--- src/rtl/sr_drv_pkg.sv ---
// Shared types and sizing helpers for the NAND SR latch driver.
package sr_drv_pkg;

    // Pulse sequencer states.
    typedef enum logic [1:0] {
        ST_IDLE        = 2'd0,
        ST_SET_PULSE   = 2'd1,
        ST_RESET_PULSE = 2'd2,
        ST_GAP         = 2'd3
    } state_e;

    // Bits needed for a counter holding values 0..max_count.
    function automatic int cnt_width(input int max_count);
        return (max_count < 1) ? 1 : $clog2(max_count + 1);
    endfunction

    function automatic int max2(input int a, input int b);
        return (a > b) ? a : b;
    endfunction

endpackage

--- src/rtl/sr_debounce.sv ---
// One push-button channel: two-flop synchroniser, stability counter and a
// registered single-cycle press event on each debounced 0->1 transition.
module sr_debounce #(
    parameter int DEBOUNCE_CYCLES = 4
) (
    input  logic clk,
    input  logic rst,
    input  logic btn_i,
    output logic press_o
);
    import sr_drv_pkg::*;

    localparam int DW = cnt_width(DEBOUNCE_CYCLES);
    localparam logic [DW-1:0] CNT_LAST = DW'(DEBOUNCE_CYCLES - 1);

    logic          sync1_q;
    logic          sync2_q;
    logic [1:0]    valid_q;
    logic          armed_q;
    logic          armed_d;
    logic          level_q;
    logic          level_d;
    logic          level_prev_q;
    logic [DW-1:0] cnt_q;
    logic [DW-1:0] cnt_d;
    logic          press_q;
    logic          press_d;

    // Stability counter, debounced level and press qualification.
    // A button that is already held when reset releases must be seen
    // released once before it can fire; otherwise a button held through
    // reset would re-launch the pulse that reset just aborted.
    always_comb begin
        level_d = level_q;
        cnt_d   = '0;
        if (sync2_q != level_q) begin
            if (cnt_q == CNT_LAST) begin
                level_d = ~level_q;
                cnt_d   = '0;
            end else begin
                cnt_d = cnt_q + 1'b1;
            end
        end
        armed_d = armed_q | (valid_q[1] & ~sync2_q);
        press_d = level_q & ~level_prev_q & armed_q;
    end

    // Channel state register with synchronous reset.
    always_ff @(posedge clk) begin
        if (rst) begin
            sync1_q      <= 1'b0;
            sync2_q      <= 1'b0;
            valid_q      <= 2'b00;
            armed_q      <= 1'b0;
            level_q      <= 1'b0;
            level_prev_q <= 1'b0;
            cnt_q        <= '0;
            press_q      <= 1'b0;
        end else begin
            sync1_q      <= btn_i;
            sync2_q      <= sync1_q;
            valid_q      <= {valid_q[0], 1'b1};
            armed_q      <= armed_d;
            level_q      <= level_d;
            level_prev_q <= level_q;
            cnt_q        <= cnt_d;
            press_q      <= press_d;
        end
    end

    assign press_o = press_q;

endmodule

--- src/rtl/sr_latch_driver.sv ---
// Conditions set/reset push-buttons and drives the active-low set_n/reset_n
// pins of a NAND SR latch with fixed-width, mutually exclusive pulses.
//
// state          | meaning
// ---------------+--------------------------------------------------------
// ST_IDLE        | outputs high, waiting for a press event or pending flag
// ST_SET_PULSE   | set_n held low for PULSE_CYCLES
// ST_RESET_PULSE | reset_n held low for PULSE_CYCLES
// ST_GAP         | both high for GAP_CYCLES; on its last cycle the next
//                | request is decided exactly as in ST_IDLE
module sr_latch_driver #(
    parameter int DEBOUNCE_CYCLES = 4,
    parameter int PULSE_CYCLES    = 2,
    parameter int GAP_CYCLES      = 1
) (
    input  logic clk,
    input  logic rst,
    input  logic btn_set,
    input  logic btn_reset,
    output logic set_n,
    output logic reset_n,
    output logic busy,
    output logic conflict,
    output logic q_expected
);
    import sr_drv_pkg::*;

    localparam int CW = cnt_width(max2(PULSE_CYCLES, GAP_CYCLES));
    localparam logic [CW-1:0] PULSE_LOAD = CW'(PULSE_CYCLES - 1);
    localparam logic [CW-1:0] GAP_LOAD   = CW'(GAP_CYCLES - 1);

    logic          set_ev;
    logic          rst_ev;
    state_e        state_q;
    state_e        state_d;
    logic [CW-1:0] cnt_q;
    logic [CW-1:0] cnt_d;
    logic          pend_set_q;
    logic          pend_set_d;
    logic          pend_rst_q;
    logic          pend_rst_d;
    logic          set_n_q;
    logic          set_n_d;
    logic          reset_n_q;
    logic          reset_n_d;
    logic          conflict_q;
    logic          conflict_d;
    logic          q_exp_q;
    logic          q_exp_d;
    logic          want_set;
    logic          want_rst;
    logic          decide;

    sr_debounce #(
        .DEBOUNCE_CYCLES(DEBOUNCE_CYCLES)
    ) u_deb_set (
        .clk    (clk),
        .rst    (rst),
        .btn_i  (btn_set),
        .press_o(set_ev)
    );

    sr_debounce #(
        .DEBOUNCE_CYCLES(DEBOUNCE_CYCLES)
    ) u_deb_reset (
        .clk    (clk),
        .rst    (rst),
        .btn_i  (btn_reset),
        .press_o(rst_ev)
    );

    // Next-state, pending flags, pulse/gap down-counter and output decode.
    always_comb begin
        state_d    = state_q;
        cnt_d      = cnt_q;
        pend_set_d = pend_set_q;
        pend_rst_d = pend_rst_q;
        conflict_d = 1'b0;
        q_exp_d    = q_exp_q;
        decide     = 1'b0;
        want_set   = set_ev | pend_set_q;
        want_rst   = rst_ev | pend_rst_q;

        unique case (state_q)
            ST_IDLE: begin
                decide = 1'b1;
            end
            ST_SET_PULSE: begin
                if (cnt_q == '0) begin
                    state_d = ST_GAP;
                    cnt_d   = GAP_LOAD;
                    q_exp_d = 1'b1;
                end else begin
                    cnt_d = cnt_q - 1'b1;
                end
            end
            ST_RESET_PULSE: begin
                if (cnt_q == '0) begin
                    state_d = ST_GAP;
                    cnt_d   = GAP_LOAD;
                    q_exp_d = 1'b0;
                end else begin
                    cnt_d = cnt_q - 1'b1;
                end
            end
            ST_GAP: begin
                if (cnt_q == '0) begin
                    state_d = ST_IDLE;
                    decide  = 1'b1;
                end else begin
                    cnt_d = cnt_q - 1'b1;
                end
            end
            default: begin
                state_d = ST_IDLE;
            end
        endcase

        if (decide) begin
            if (want_set && want_rst) begin
                // Contradictory requests: drop both rather than guess.
                conflict_d = 1'b1;
                pend_set_d = 1'b0;
                pend_rst_d = 1'b0;
                state_d    = ST_IDLE;
            end else if (want_set) begin
                state_d    = ST_SET_PULSE;
                cnt_d      = PULSE_LOAD;
                pend_set_d = 1'b0;
            end else if (want_rst) begin
                state_d    = ST_RESET_PULSE;
                cnt_d      = PULSE_LOAD;
                pend_rst_d = 1'b0;
            end
        end else begin
            if (set_ev) begin
                pend_set_d = 1'b1;
            end
            if (rst_ev) begin
                pend_rst_d = 1'b1;
            end
        end

        // Both pins derive from the single next-state value, so they can
        // never be low together.
        set_n_d   = (state_d != ST_SET_PULSE);
        reset_n_d = (state_d != ST_RESET_PULSE);
    end

    // State and registered-output flops with synchronous reset.
    always_ff @(posedge clk) begin
        if (rst) begin
            state_q    <= ST_IDLE;
            cnt_q      <= '0;
            pend_set_q <= 1'b0;
            pend_rst_q <= 1'b0;
            set_n_q    <= 1'b1;
            reset_n_q  <= 1'b1;
            conflict_q <= 1'b0;
            q_exp_q    <= 1'b0;
        end else begin
            state_q    <= state_d;
            cnt_q      <= cnt_d;
            pend_set_q <= pend_set_d;
            pend_rst_q <= pend_rst_d;
            set_n_q    <= set_n_d;
            reset_n_q  <= reset_n_d;
            conflict_q <= conflict_d;
            q_exp_q    <= q_exp_d;
        end
    end

    assign set_n      = set_n_q;
    assign reset_n    = reset_n_q;
    assign busy       = (state_q != ST_IDLE);
    assign conflict   = conflict_q;
    assign q_expected = q_exp_q;

endmodule
--- config.mk ---
export PLATFORM = sky130hd
export DESIGN_NAME = sr_latch_driver
export DESIGN_NICKNAME = d
export VERILOG_FILES = /design/src/rtl/sr_drv_pkg.sv /design/src/rtl/sr_debounce.sv /design/src/rtl/sr_latch_driver.sv
export SDC_FILE = /design/constraint.sdc
export NUM_CORES = 1
export LEC_CHECK = 0
export CAP_MARGIN = 20
export CORE_MARGIN = 1
export CORE_UTILIZATION = 55
export CTS_CLUSTER_SIZE = 40
export DETAILED_ROUTE_END_ITERATION = 6
export GPL_TIMING_DRIVEN = 0
export PLACE_DENSITY = 0.78
export SLEW_MARGIN = 20
export SYNTH_ARGS = -nofsm -noshare
export SYNTH_HDL_FRONTEND = slang
export SYNTH_SLANG_ARGS = --single-unit
--- constraint.sdc ---
create_clock -name clk -period 3.56 [get_ports clk]
set_input_delay 0.712 -clock clk [delete_from_list [all_inputs] [get_ports clk]]
set_output_delay 0.712 -clock clk [all_outputs]
set_load 0.005 [all_outputs]
==> flow_summary.toml, run 1 <==
[clocking]
post-cts-setup-buffers = 0
tritoncts_clock_tree = "yes"
clk_pin_slew_worst_paths_ns = 0.09
clock_sink_count = 30
post_cts_resized = 0
clock-root-buffer = "clkbuf_4"
clk_path_buf_depth = 2
post_cts_hold_buffer_count = 0
htree_levels = 2
tritoncts.num_buffers = 5
clock_insertion_delay_worst_skew_ns = 0.32

[route]
drt_first_pass_iters = 4
drtAntennaViolNets = 0
avgRoutedWirePerCell_um = 11.4
wirelength_mm = 1.70
detailedRoute.firstIterationViolations = 5
drc = 0
route.vias.total = 757
post_drt_via_cell_ratio = 5.08

[timing]
totalNegativeSetupSlack_ns = 0
finalWorstSetupSlack_ns = 1.10
clock_skew_ns = 0.00566
hold_ws_ns = 0.425
fin_crit_ns = 2.46
hold_violations = 0
unrepaired_setup_endpoints_after_global_routing = "no"
finalMaxSlewViolations = 0
post-route-period-util = 0.690
timing.fmax_ghz = 0.407
setup_violations = 0
worst_slew_pin_slew_ns = 0.475
max_slew_margin = 0.683

[critical_path]
cp_slowest_cell = "clkdlybuf4s50_1"
startpoint_type = "flop"
crit_path_max_incr_delay_ns = 0.50
path_cells = "inv_1, ha_1, inv_1, clkdlybuf4s50_1"
cp_num_cells = 4
critPathRequiredTime_ns = 2.85
largest_delay_share_family_worst_path = "buffers and inverters"
cp_endpoint_kind = "output pin"
arrival_time_of_the_worst_setup_path_ns = 1.75
setup.worst_path.class = "flop to output pin"
reg2regPathDepth = 6
cp.buffers_inverters = 3
worst-path-max-fanout = 7
critical_path.most_common_cell = "inv_1"

[layout]
layout-area-overhead-vs-synth_pct = 14.2
mostFrequentLayoutCell = "dfxtp_1"
layout.filler_cells = 135
final_net_count = 136
area_of_the_multi_input_gates_um2 = 469
num_antenna_cells = 0
drive_above_1_share = 0.0887
sequential_cell_area_um2 = 601
commonest_cells_after_routing_fill_and_taps_aside = "dfxtp_1, nor2_1, inv_1, ha_1, clkdlybuf4s50_1"

[placement]
routabilityCongestion = 0.761
port_buffers = 8
pre_cts_slack_ns = 1.24
detailed_place_hpwl_mm = 1.25

[power]
power_per_cell_area_nw_per_um2 = 613
power.ir.vdd_worst_uv = 482
total_leakage_power_nw = 0.513

[synthesis]
ys_types = 28
synth.yosys.seq_area_share = 0.537
ys_warn_count = 0
synth.avg_cell_area_um2 = 10.3
synth-seq-cells = 30
mappedNetlistNets = 121
netlist_area_um2 = 1120
synth_cells = 109

[hold_path]
hold_class = "flop to flop"
worst_hold_path.num_cells = 1

[floorplanning]
initial_utilization = 0.614
die_w_um = 47.1
std_cell_core_area_um2 = 1820
placementRows = 15
fp.dieH_um = 47.1
boundaryPins = 9
die-area_um2 = 2220

[global_route]
globalRouteMet3Util = 0.108
grt_remaining_overflow = 0
number_of_antenna_violations_at_the_first_check_in_global_routing = 0
grt.total_usage = 0.199
grt_first_pass_wirelength_mm = 2.87
largest_net_degree_at_the_start_of_global_routing = 11
gr-max-usage-layer = "met2"
grt.met2_usage = 0.281
grt_util_met1 = 0.241
number_of_global_route_vias_before_repair = 688

[run]
max_cap_violations = 0

[run_status]
run_status = "complete, no violations"
-- per-layer routing --
metal	vias up	routed length [um]
met5	-	0
met2	13	749
met3	7	93
met4	0	55
li1	394	-
met1	343	806
-- flip-flops by register name (all words and copies together) (netlist names), 2 cells and up --
name and cells:
cnt_q 2, u_deb_set.cnt_q 3, u_deb_reset.cnt_q 3, state_q 2
-- cell type report --
| class | instances | share of cell area |
|---|---|---|
| Buffer | 2 | 0.00588 |
| Clock buffer | 5 | 0.0294 |
| Clock inverter | 2 | 0.00784 |
| Inverter | 11 | 0.0323 |
| Multi-Input combinational cell | 66 | 0.367 |
| Sequential cell | 30 | 0.470 |
| Tap cell | 25 | 0.0245 |
| Timing Repair Buffer | 8 | 0.0627 |
-- kinds of logic (layout without fill, tap and decap cells) --
logic type / count (synthesis) / in the layout / share of synthesized area
muxes: 2 / 2 / 0.0179
AOI/OAI and AO/OA: 17 / 17 / 0.113
buffers and inverters: 13 / 28 / 0.0436
xor gates and xnor gates: 3 / 3 / 0.0235
and+or+nand+nor: 36 / 36 / 0.176
DFF: 30 / 30 / 0.537
adders and majority gates: 8 / 8 / 0.0895
-- cell usage after synthesis --
library cell,n,area [um2]
o211ai_1,1,7.51
inv_1,11,41.3
and2b_2,1,8.76
a21oi_1,5,25.0
xnor2_1,2,17.5
or2_1,1,6.26
nor2_1,15,56.3
o21ai_0,1,5.00
o211a_1,1,10.0
a211o_1,2,17.5
nor2b_1,7,43.8
a211oi_1,2,15.0
a221oi_1,1,8.76
o21ai_2,1,8.76
or3_1,3,18.8
nor3_1,4,20.0
a2111oi_0,1,8.76
xor2_1,1,8.76
mux2i_1,2,20.0
nor4b_1,1,8.76
or2b_1,1,7.51
clkbuf_1,2,7.51
dfxtp_1,30,601
o22ai_2,1,12.5
o21a_1,1,7.51
or2_4,1,8.76
ha_1,8,100
and3b_1,2,17.5
-- path summary, 6_finish.rpt --
check	from	to	slack (ns)
setup reg to reg	state_q[0]	set_n	1.68
setup / recovery	state_q[0]	busy	1.10
hold / removal	u_deb_set.cnt_q[0]	u_deb_set.cnt_q[0]	0.42
hold reg to reg	u_deb_set.cnt_q[0]	u_deb_set.cnt_q[0]	0.42
-- stage by stage --
stage          total power, W  area (um2)  cells   util
4_1_cts              0.000789        1280    149  0.702
5_1_grt              0.000839        1280    149  0.702
3_3_place_gp         0.000605        1230    142  0.676
6_report             0.000784        1280    149  0.702
3_5_place_dp         0.000611        1230    142  0.676
2_1_floorplan        0.000544        1120    109      -
-- power by group --
part / total (W) / leakage [nW] / internal [W] / switching, W
combinational: 0.000229 / 0.238 / 0.000112 / 0.000117
clock: 0.000177 / 0.0308 / 0.0000707 / 0.000107
sequential: 0.000377 / 0.244 / 0.000359 / 0.0000179
total: 0.000784 / 0.513 / 0.000542 / 0.000242
Power figures use the tool's default switching activity.
==> run 2, diff against run 1 <==
--- a/config.mk
+++ b/config.mk
@@ -7,11 +7,11 @@
 export LEC_CHECK = 0
 export CAP_MARGIN = 20
 export CORE_MARGIN = 1
-export CORE_UTILIZATION = 55
+export CORE_UTILIZATION = 49
 export CTS_CLUSTER_SIZE = 40
 export DETAILED_ROUTE_END_ITERATION = 6
 export GPL_TIMING_DRIVEN = 0
-export PLACE_DENSITY = 0.78
+export PLACE_DENSITY = 0.74
 export SLEW_MARGIN = 20
 export SYNTH_ARGS = -nofsm -noshare
 export SYNTH_HDL_FRONTEND = slang
==> constraint.sdc (replaced) <==
create_clock -name clk -period 2 [get_ports clk]
set_input_delay 0.4 -clock clk [delete_from_list [all_inputs] [get_ports clk]]
set_output_delay 0.4 -clock clk [all_outputs]
set_load 0.005 [all_outputs]
==> run 2 against run 1 <==
- largest cell class unchanged
- combinational power grew 110%
- core utilization decreased by 5.9 points
- first-iteration DRC count is 140% higher
- largest power group unchanged
- critical path type unchanged
- non-clock buffer count grew 2
- clock skew up 0.0016 ns
==> flow_summary.toml, run 2 (synthesized netlist as in run 1, its figures left out) <==
[run_status]
run_status = "complete, no violations"

[critical_path]
cp_slowest_cell = "clkdlybuf4s50_1"
regToRegStartpoint = "state_q[1]"
setup.worst_path.class = "flop to output pin"
critPathRequiredTime_ns = 1.60
cp_endpoint_kind = "output pin"
largest_delay_share_family_worst_path = "buffers and inverters"
arrival_time_of_the_worst_setup_path_ns = 1.53
setup.worst_path.start = "state_q[1]"
cp.buffers_inverters = 3
crit_path_max_incr_delay_ns = 0.50
path_cells = "inv_2, ha_4, inv_1, clkdlybuf4s50_1"
worst-path-max-fanout = 7
startpoint_type = "flop"

[global_route]
grt_remaining_overflow = 0
grt_first_pass_wirelength_mm = 3.10
number_of_antenna_violations_at_the_first_check_in_global_routing = 0
number_of_global_route_vias_before_repair = 772
grt.total_usage = 0.171
largest_net_degree_at_the_start_of_global_routing = 11

[timing]
setup_violations = 0
post-route-period-util = 0.964
fin_crit_ns = 1.93
unrepaired_setup_endpoints_after_global_routing = "no"
finalMaxSlewViolations = 0
totalNegativeSetupSlack_ns = 0
hold_violations = 0
hold_ws_ns = 0.424
timing.fmax_ghz = 0.519
max_slew_margin = 0.704
worst_slew_pin_slew_ns = 0.444
clock_skew_ns = 0.00729

[floorplanning]
fp.dieH_um = 49.8
initial_utilization = 0.542
placementRows = 16
std_cell_core_area_um2 = 2060
die_w_um = 49.8
boundaryPins = 9
die-area_um2 = 2480

[layout]
num_antenna_cells = 0
largest_registers = "u_deb_reset.cnt_q (3), u_deb_set.cnt_q (3)"
commonest_cells_after_routing_fill_and_taps_aside = "dfxtp_1, nor2_1, inv_1, clkdlybuf4s50_1"
final_net_count = 138
mostFrequentLayoutCell = "dfxtp_1"
drive_above_1_share = 0.142
layout-area-overhead-vs-synth_pct = 18.6

[power]
power.combinational.fraction = 0.315
power_per_cell_area_nw_per_um2 = 1150
switching_share = 0.301
power.ir.vdd_worst_uv = 866
clock_share_of_power = 0.244
total_leakage_power_nw = 0.528
power.switching_w = 0.000460
internal_power_of_the_cells_w = 0.00107
sequentialPowerShare = 0.441

[clocking]
clock_insertion_delay_worst_skew_ns = 0.32
htree_levels = 2
clk_pin_slew_worst_paths_ns = 0.09
clock_sink_count = 30
tritoncts_clock_tree = "yes"
clock-root-buffer = "clkbuf_4"
post_cts_hold_buffer_count = 0
clk_path_buf_depth = 2
tritoncts.num_buffers = 5

[placement]
port_buffers = 8
detailed_place_hpwl_mm = 1.24
routabilityCongestion = 0.809

[route]
wirelength_mm = 1.69
detailedRoute.firstIterationViolations = 12
drt_first_pass_iters = 4
route.vias.total = 790
drtAntennaViolNets = 0
post_drt_via_cell_ratio = 5.13
avgRoutedWirePerCell_um = 11.0
drc = 0

[run]
max_cap_violations = 0

[hold_path]
hold_class = "flop to flop"
worst_hold_startpoint = "u_deb_set.cnt_q[0]"
[run 2: metrics by stage]
stage,instances,setup slack [ns],utilization,area (um2),power (W)
4_1_cts,153,0.0127,0.635,1310,0.00149
6_report,154,0.0722,0.643,1330,0.00153
5_1_grt,154,0.00332,0.643,1330,0.00162
2_1_floorplan,109,0.329,-,1120,0.000969
3_5_place_dp,144,-0.00171,0.598,1230,0.00109
3_3_place_gp,144,-0.00433,0.598,1230,0.00108
[run 2: power by group through the flow]
| stage | Clock [W] | Combinational (W) | Sequential, W |
|---|---|---|---|
| finish | 0.000372 | 0.000481 | 0.000672 |
| floorplan | 0 | 0.000289 | 0.000680 |
| CTS | 0.000384 | 0.000436 | 0.000669 |
| global route | 0.000415 | 0.000530 | 0.000675 |
| detailed placement | 0 | 0.000405 | 0.000686 |
| global placement | 0 | 0.000395 | 0.000684 |
[run 2: timing repair]
action / CTS / global route
endpoints found under the setup margin: 1 / 1
endpoints found under the hold margin: 0 / 0
buffers inserted: 1 / 1
gates resized for setup: 3 / 2
[run 2: worst register-to-register path: cells and delay by family (launching register included)]
kind	cells	cell delay, ns
AND/OR/NAND/NOR	2	0.45
AO/OA/AOI/OAI	2	0.39
flip-flops	1	0.38
adder cells (fa/ha/maj)	1	0.28
buffers and inverters	1	0.07
[run 2: final cells by class]
| class | count | area (um2) |
|---|---|---|
| Multi-Input combinational cell | 66 | 482 |
| Buffer | 2 | 7.51 |
| Clock inverter | 2 | 12.5 |
| Tap cell | 27 | 33.8 |
| Clock buffer | 6 | 51.3 |
| Fill cell | 181 | 736 |
| Inverter | 11 | 41.3 |
| Sequential cell | 30 | 603 |
| Timing Repair Buffer | 10 | 95.1 |
[run 2: per-layer routing]
| layer | GRT usage | wire length (um) |
|---|---|---|
| met4 | 0.110 | 44 |
| met3 | 0.0556 | 59 |
| met2 | 0.282 | 768 |
| met1 | 0.188 | 816 |
| met5 | 0 | 0 |
[run 2: worst paths after layout]
check                  endpoint  slack (ns)  cells after the start
max                        busy        0.07                      4
min          u_deb_set.cnt_q[0]        0.42                      1
max reg2reg               set_n        0.33                      6
min reg2reg  u_deb_set.cnt_q[0]        0.42                      1
